===== config.mk =====
export PLATFORM = sky130hd
export DESIGN_NAME = dialer_session_ctrl_flat
export DESIGN_NICKNAME = d
export VERILOG_FILES = /design/src/rtl/dialer_pkg.sv /design/src/rtl/dialer_session_ctrl_if.sv /design/src/rtl/fe_to_bin_seq.sv /design/src/rtl/dialer_session_ctrl.sv /design/src/flat_wrapper.sv
export SDC_FILE = /design/constraint.sdc
export NUM_CORES = 1
export LEC_CHECK = 0
export ABC_AREA = 0
export CAP_MARGIN = 15
export CORE_ASPECT_RATIO = 0.9
export CORE_MARGIN = 10
export CORE_UTILIZATION = 55
export CTS_CLUSTER_SIZE = 25
export DETAILED_ROUTE_END_ITERATION = 16
export DONT_BUFFER_PORTS = 1
export GPL_TIMING_DRIVEN = 0
export PLACE_DENSITY = 0.75
export SLEW_MARGIN = 40
export SYNTH_ARGS = -nofsm -noshare
export SYNTH_HDL_FRONTEND = slang
export SYNTH_SLANG_ARGS = --single-unit

===== constraint.sdc =====
create_clock -name CLK -period 4.8 [get_ports CLK]
set_clock_uncertainty 0.2 [all_clocks]
set_input_delay 0.48 -clock CLK [delete_from_list [all_inputs] [get_ports CLK]]
set_output_delay 0.48 -clock CLK [all_outputs]
set_load 0.01 [all_outputs]

===== src/rtl/dialer_pkg.sv =====
// Shared types for the rotary-dialer session controller.
// Digit layout, widths and the session FSM encoding.
package dialer_pkg;

    localparam int FE_DIGITS = 7;
    localparam int FE_VAL_W  = 16;

    localparam int DIGIT_W [FE_DIGITS] = '{1, 2, 2, 3, 3, 3, 3};

    // index k holds the digit of weight k!
    typedef logic [FE_DIGITS:1][2:0] fe_digits_t;

    typedef enum logic [2:0] {
        ST_IDLE,
        ST_CLEAR,
        ST_WAIT_BEGIN,
        ST_WAIT_END,
        ST_CONVERT,
        ST_OUTPUT
    } state_e;

    function automatic fe_digits_t pack_digits(
        input logic       d1,
        input logic [1:0] d2,
        input logic [1:0] d3,
        input logic [2:0] d4,
        input logic [2:0] d5,
        input logic [2:0] d6,
        input logic [2:0] d7
    );
        fe_digits_t v;
        v[1] = {2'b00, d1};
        v[2] = {1'b0, d2};
        v[3] = {1'b0, d3};
        v[4] = d4;
        v[5] = d5;
        v[6] = d6;
        v[7] = d7;
        return v;
    endfunction

endpackage


===== src/rtl/dialer_session_ctrl_if.sv =====
// Result channel of the session controller: value plus digit count,
// transferred on res_valid & res_ready.
interface dialer_session_ctrl_if #(
    parameter int VAL_W = 16
);
    logic [VAL_W-1:0] res_value;
    logic [2:0]       res_ndigits;
    logic             res_valid;
    logic             res_ready;

    modport master (
        output res_value,
        output res_ndigits,
        output res_valid,
        input  res_ready
    );

    modport slave (
        input  res_value,
        input  res_ndigits,
        input  res_valid,
        output res_ready
    );
endinterface


===== src/rtl/fe_to_bin_seq.sv =====
// Iterative Horner conversion of a factorial-base number to binary,
// one digit per cycle, six cycles from start to done.
module fe_to_bin_seq
    import dialer_pkg::*;
#(
    parameter int VAL_W = FE_VAL_W
) (
    input  logic             CLK,
    input  logic             rst_n,
    input  logic             start,
    input  fe_digits_t       digits,
    output logic             done,
    output logic [VAL_W-1:0] value
);

    logic [VAL_W-1:0] acc_q, acc_d;
    logic [2:0]       k_q, k_d;
    logic             busy_q, busy_d;
    logic             done_q, done_d;

    logic [VAL_W-1:0] acc_sel;
    logic [2:0]       k_sel;

    // start folds the acc = d7 initialisation into the k = 7 step
    always_comb begin
        acc_sel = start ? VAL_W'(digits[FE_DIGITS]) : acc_q;
        k_sel   = start ? 3'(FE_DIGITS) : k_q;
        acc_d   = acc_q;
        k_d     = k_q;
        busy_d  = busy_q;
        done_d  = 1'b0;
        if (start || busy_q) begin
            acc_d = acc_sel * VAL_W'(k_sel)
                  + VAL_W'(digits[k_sel - 3'd1]);
            if (k_sel == 3'd2) begin
                k_d    = 3'd0;
                busy_d = 1'b0;
                done_d = 1'b1;
            end else begin
                k_d    = k_sel - 3'd1;
                busy_d = 1'b1;
            end
        end
    end

    always_ff @(posedge CLK or negedge rst_n) begin
        if (!rst_n) begin
            acc_q  <= '0;
            k_q    <= '0;
            busy_q <= 1'b0;
            done_q <= 1'b0;
        end else begin
            acc_q  <= acc_d;
            k_q    <= k_d;
            busy_q <= busy_d;
            done_q <= done_d;
        end
    end

    assign done  = done_q;
    assign value = acc_q;

endmodule


===== src/rtl/dialer_session_ctrl.sv =====
// Drives one dialer front end through clear / dial / capture / convert
// sessions and hands each converted number out over a valid/ready channel.
module dialer_session_ctrl
    import dialer_pkg::*;
#(
    parameter int VAL_W       = FE_VAL_W,
    parameter int RESTART_LEN = 2
) (
    input  logic                  CLK,
    input  logic                  rst_n,
    input  logic                  enable,
    input  logic                  all_digits_have_been_dialed,
    input  logic [2:0]            num_of_digits_dialed,
    input  logic                  of1,
    input  logic [1:0]            of2,
    input  logic [1:0]            of3,
    input  logic [2:0]            of4,
    input  logic [2:0]            of5,
    input  logic [2:0]            of6,
    input  logic [2:0]            of7,
    output logic                  restart,
    output logic                  dialing,
    dialer_session_ctrl_if.master res
);

    localparam int RCNT_W = (RESTART_LEN > 2) ? $clog2(RESTART_LEN) : 1;

    state_e           state_q, state_d;
    logic [RCNT_W-1:0] rcnt_q, rcnt_d;
    logic             restart_q, restart_d;
    logic             dialing_q, dialing_d;
    logic             valid_q, valid_d;
    logic [VAL_W-1:0] value_q, value_d;
    logic [2:0]       ndig_q, ndig_d;
    fe_digits_t       cap_q, cap_d;
    logic [2:0]       cap_n_q, cap_n_d;
    logic             start_q, start_d;

    logic             conv_done;
    logic [VAL_W-1:0] conv_value;
    fe_digits_t       dig_in;

    assign dig_in = pack_digits(of1, of2, of3, of4, of5, of6, of7);

    always_comb begin
        state_d   = state_q;
        rcnt_d    = rcnt_q;
        restart_d = restart_q;
        valid_d   = valid_q;
        value_d   = value_q;
        ndig_d    = ndig_q;
        cap_d     = cap_q;
        cap_n_d   = cap_n_q;
        start_d   = 1'b0;
        unique case (state_q)
            ST_IDLE: begin
                if (enable) begin
                    state_d   = ST_CLEAR;
                    restart_d = 1'b1;
                    rcnt_d    = '0;
                end
            end
            ST_CLEAR: begin
                if (rcnt_q == RCNT_W'(RESTART_LEN - 1)) begin
                    state_d   = ST_WAIT_BEGIN;
                    restart_d = 1'b0;
                end else begin
                    rcnt_d = rcnt_q + 1'b1;
                end
            end
            ST_WAIT_BEGIN: begin
                if (!all_digits_have_been_dialed) begin
                    state_d = ST_WAIT_END;
                end else if (!enable) begin
                    state_d = ST_IDLE;
                end
            end
            ST_WAIT_END: begin
                if (all_digits_have_been_dialed) begin
                    cap_d   = dig_in;
                    cap_n_d = num_of_digits_dialed;
                    if (num_of_digits_dialed != 3'd0) begin
                        state_d = ST_CONVERT;
                        start_d = 1'b1;
                    end else begin
                        state_d   = ST_CLEAR;
                        restart_d = 1'b1;
                        rcnt_d    = '0;
                    end
                end
            end
            ST_CONVERT: begin
                if (conv_done) begin
                    state_d = ST_OUTPUT;
                    valid_d = 1'b1;
                    value_d = conv_value;
                    ndig_d  = cap_n_q;
                end
            end
            ST_OUTPUT: begin
                if (res.res_ready) begin
                    valid_d = 1'b0;
                    if (enable) begin
                        state_d   = ST_CLEAR;
                        restart_d = 1'b1;
                        rcnt_d    = '0;
                    end else begin
                        state_d = ST_IDLE;
                    end
                end
            end
            default: state_d = ST_IDLE;
        endcase
        dialing_d = state_d inside {ST_WAIT_BEGIN, ST_WAIT_END,
                                    ST_CONVERT, ST_OUTPUT};
    end

    always_ff @(posedge CLK or negedge rst_n) begin
        if (!rst_n) begin
            state_q   <= ST_IDLE;
            rcnt_q    <= '0;
            restart_q <= 1'b0;
            dialing_q <= 1'b0;
            valid_q   <= 1'b0;
            value_q   <= '0;
            ndig_q    <= '0;
            cap_q     <= '0;
            cap_n_q   <= '0;
            start_q   <= 1'b0;
        end else begin
            state_q   <= state_d;
            rcnt_q    <= rcnt_d;
            restart_q <= restart_d;
            dialing_q <= dialing_d;
            valid_q   <= valid_d;
            value_q   <= value_d;
            ndig_q    <= ndig_d;
            cap_q     <= cap_d;
            cap_n_q   <= cap_n_d;
            start_q   <= start_d;
        end
    end

    fe_to_bin_seq #(
        .VAL_W (VAL_W)
    ) u_conv (
        .CLK    (CLK),
        .rst_n  (rst_n),
        .start  (start_q),
        .digits (cap_q),
        .done   (conv_done),
        .value  (conv_value)
    );

    assign restart         = restart_q;
    assign dialing         = dialing_q;
    assign res.res_valid   = valid_q;
    assign res.res_value   = value_q;
    assign res.res_ndigits = ndig_q;

endmodule


===== src/flat_wrapper.sv =====
// flat-port wrapper written by rule: the top's interface ports become plain ports
module dialer_session_ctrl_flat import dialer_pkg::*;
#(
    parameter int VAL_W       = FE_VAL_W,
    parameter int RESTART_LEN = 2
)
  (CLK, rst_n, enable, all_digits_have_been_dialed, num_of_digits_dialed, of1, of2, of3, of4, of5, of6, of7, restart, dialing, res_res_value, res_res_ndigits, res_res_valid, res_res_ready);
  dialer_session_ctrl_if #(.VAL_W(VAL_W)) res_i ();
  input  logic CLK;
  input  logic rst_n;
  input  logic enable;
  input  logic all_digits_have_been_dialed;
  input  logic [2:0] num_of_digits_dialed;
  input  logic of1;
  input  logic [1:0] of2;
  input  logic [1:0] of3;
  input  logic [2:0] of4;
  input  logic [2:0] of5;
  input  logic [2:0] of6;
  input  logic [2:0] of7;
  output logic restart;
  output logic dialing;
  output wire logic [$bits(res_i.res_value)-1:0] res_res_value;
  output wire logic [$bits(res_i.res_ndigits)-1:0] res_res_ndigits;
  output wire logic [$bits(res_i.res_valid)-1:0] res_res_valid;
  input wire logic [$bits(res_i.res_ready)-1:0] res_res_ready;
  assign res_res_value = res_i.res_value;
  assign res_res_ndigits = res_i.res_ndigits;
  assign res_res_valid = res_i.res_valid;
  assign res_i.res_ready = res_res_ready;
  dialer_session_ctrl #(.VAL_W(VAL_W), .RESTART_LEN(RESTART_LEN)) u_core (.CLK(CLK), .rst_n(rst_n), .enable(enable), .all_digits_have_been_dialed(all_digits_have_been_dialed), .num_of_digits_dialed(num_of_digits_dialed), .of1(of1), .of2(of2), .of3(of3), .of4(of4), .of5(of5), .of6(of6), .of7(of7), .restart(restart), .dialing(dialing), .res(res_i));
endmodule

==> results.sh <==
export IMPL_critPathLaunchType="register"
export IMPL_die_w_um=114
export IMPL_multi_input_area_um2=2540
export IMPL_viasPerCell=5.96
export IMPL_synthTopCellsByCount="68 x dfrtp_1, 45 x nand2_1, 30 x mux2_1"
export IMPL_status="complete, no violations"
export IMPL_synth_edf_count=0
export IMPL_worstSkewPairLatency_ps=340
export IMPL_die_area_um2=12000
export IMPL_clk_pin_slew_worst_paths_ps=80
export IMPL_endpoint_kind="register"
export IMPL_grt_ovfl_total=0
export IMPL_synth_nets=492
export IMPL_routed_wl_mm=9.75
export IMPL_ys_warnings_count=0
export IMPL_drive_gt1_frac=0.120
export IMPL_async_reset_ff_frac=1.00
export IMPL_cts_sinks=68
export IMPL_path_class="register to register"
export IMPL_worst_hold_path_type="input pin to register"
export IMPL_cp_required_ps=4820
export IMPL_coreArea_um2=7690
export IMPL_whs_ps=64.5
export IMPL_worst_pin_slew_ps=532
export IMPL_num_rows=30
export IMPL_start_util=0.574
export IMPL_grt_use_total=0.170
export IMPL_cp_arrival_ps=4530
export IMPL_setup_violations=0
export IMPL_ys_top_cells_by_area="dfrtp_1 39%, ha_1 8.2%, mux2_1 7.7%"
export IMPL_syn_avg_cell_area_um2=10.4
export IMPL_finalCritPeriodShare=0.939
export IMPL_gp_congestion=0.914
export IMPL_synth_most_common_cell="dfrtp_1"
export IMPL_synth_cell_type_count=55
export IMPL_rsz0062_at_grt="false"
export IMPL_dr_total_vias=3201
export IMPL_grt_pass1_vias=3397
export IMPL_dpl_instance_area_um2=4540
export IMPL_htreeDepth=3
export IMPL_synth_top_area_cell="dfrtp_1"
export IMPL_hold_violations=0
export IMPL_antenna_left=0
export IMPL_fin_nets=505
export IMPL_cts_max_path_buffers=2
export IMPL_grt_max_degree=69
export IMPL_fmax_mhz=222
export IMPL_yosysTopAreaCellShare=0.385
export IMPL_drv_slew=0
export IMPL_diodes=0
export IMPL_drt_iter0_markers=134
export IMPL_fillers=641
export IMPL_drc=0
export IMPL_synth_seq_cells=68
export IMPL_io_buffers=0
export IMPL_pre_cts_slack_ps=154
export IMPL_hpwlAfterDp_mm=7.33
export IMPL_cts_setup_buffers=0
export IMPL_numCtsBuffers=9
export IMPL_yosysSeqAreaShare=0.385
export IMPL_worst_slack_ps=293
export IMPL_design_area_um2=4810
export IMPL_grt_pass1_wl_mm=16.8
export IMPL_wl_per_cell_um=18.2
export IMPL_regArea_um2=1700
export IMPL_cap_violations=0
export IMPL_syn_to_final_growth_pct=8.95
export IMPL_syn_inst=423
export IMPL_fp_dieH_um=105
export IMPL_cts_root_buf="clkbuf_8"
export IMPL_tns_ps=0
export IMPL_ios=47
export IMPL_syn_area_um2=4420
export IMPL_relSlewSlack=0.645
export IMPL_dr_pass1_iters=5
export IMPL_synth_ff_type="dfrtp_1"
export IMPL_worstPathMaxFanout=10
export IMPL_grt_antenna_before_repair=0
export IMPL_min_period_ps=4510
export IMPL_tritoncts="done"
[cells by family after synthesis]
family,count (synthesis),share of synthesized area
xor+xnor,16,0.0366
flops,68,0.385
simple gates,127,0.147
mux,44,0.112
compound gates,88,0.130
fa+ha+maj,44,0.150
buf+inv,36,0.0391
[registers in the layout, summed over array words and instances (netlist names)]
name	flops
u_core.cap_q	17
u_core.res.res_valid	1
u_core.start_q	1
u_core.u_conv.busy_q	1
u_core.cap_n_q	3
u_core.u_conv.k_q	3
u_core.res.res_ndigits	3
u_core.dialing	1
u_core.state_q	3
u_core.restart	1
u_core.res.res_value	16
u_core.u_conv.done	1
u_core.u_conv.value	16
u_core.rcnt_q	1
[timing repair]
action | 4_1_cts | 5_1_grt
hold buffers | 2 | 0
endpoints found under the hold margin | 68 | 0
resized for setup | 0 | 6
endpoints found under the setup margin | 0 | 9
[metrics by stage]
step                utilization  instances
finish                    0.625        537
global placement          0.589        519
floorplan                     -        423
detailed placement        0.589        519
global route              0.625        537
CTS                       0.625        537
[placed cells by master (no fill, tap or decap), types with 3 or more instances in the layout]
master / count
buf_2: 6
fa_1: 15
dfrtp_1: 68
a22oi_1: 3
inv_1: 12
mux2_2: 12
nand2b_1: 4
o21bai_1: 3
buf_6: 3
xor2_1: 6
a21oi_1: 16
ha_1: 29
clkbuf_8: 11
o21ai_1: 15
a21o_1: 8
o22ai_1: 5
mux2_1: 30
nor2_1: 16
a211oi_1: 3
and3_1: 6
xnor2_1: 8
nand3_1: 5
o21ai_0: 12
clkbuf_1: 9
and2_1: 27
nand2_1: 45
clkbuf_2: 3
nor2b_1: 10
a22o_1: 6
[area by class of cell]
class,instances,area share
buffer,23,0.0265
clock buffer,11,0.0315
clock inverter,5,0.0172
inverter,13,0.0101
multi-input combinational,319,0.528
sequential,68,0.354
tap,96,0.0250
timing repair buffer,2,0.00780
[final timing paths]
path / end / slack (ps) / cells past startpoint / startpoint
max: u_core.u_conv.value[12]$_DFFE_PN0N_ / 290 / 14 / u_core.u_conv.k_q[2]$_DFFE_PN0N_
min: u_core.cap_q[14]$_DFFE_PN0P_ / 60 / 1 / of5[2]
max reg2reg: u_core.u_conv.value[12]$_DFFE_PN0N_ / 290 / 14 / u_core.u_conv.k_q[2]$_DFFE_PN0N_
min reg2reg: u_core.res.res_ndigits[2]$_DFFE_PN0P_ / 300 / 1 / u_core.cap_n_q[2]$_DFFE_PN0P_
max in group asynchronous: u_core.u_conv.value[9]$_DFFE_PN0N_ / 3630 / 2 / rst_n
min in group asynchronous: u_core.res.res_value[5]$_DFFE_PN0P_ / 450 / 2 / rst_n
[critical path: stages (launching register included)]
cell	delay [ps]
dfrtp_1	380
clkbuf_1	420
inv_1	150
nor2_1	270
a22oi_1	150
fa_1	570
inv_1	60
fa_1	500
ha_1	330
a211oi_1	450
o21ai_1	210
a21oi_1	270
o21ai_1	140
xnor2_1	190
o21ai_1	90
[routing by layer]
layer  wire (um)  GRT usage  vias to the layer above
met1        4390      0.218                     1595
met2        4570      0.267                       78
met5           0          0                        -
met3         628     0.0463                       20
li1            -          -                     1508
met4         155     0.0581                        0
Power is not shown: default switching activity piles up to over one toggle a cycle in this logic, so the estimate is an artifact.
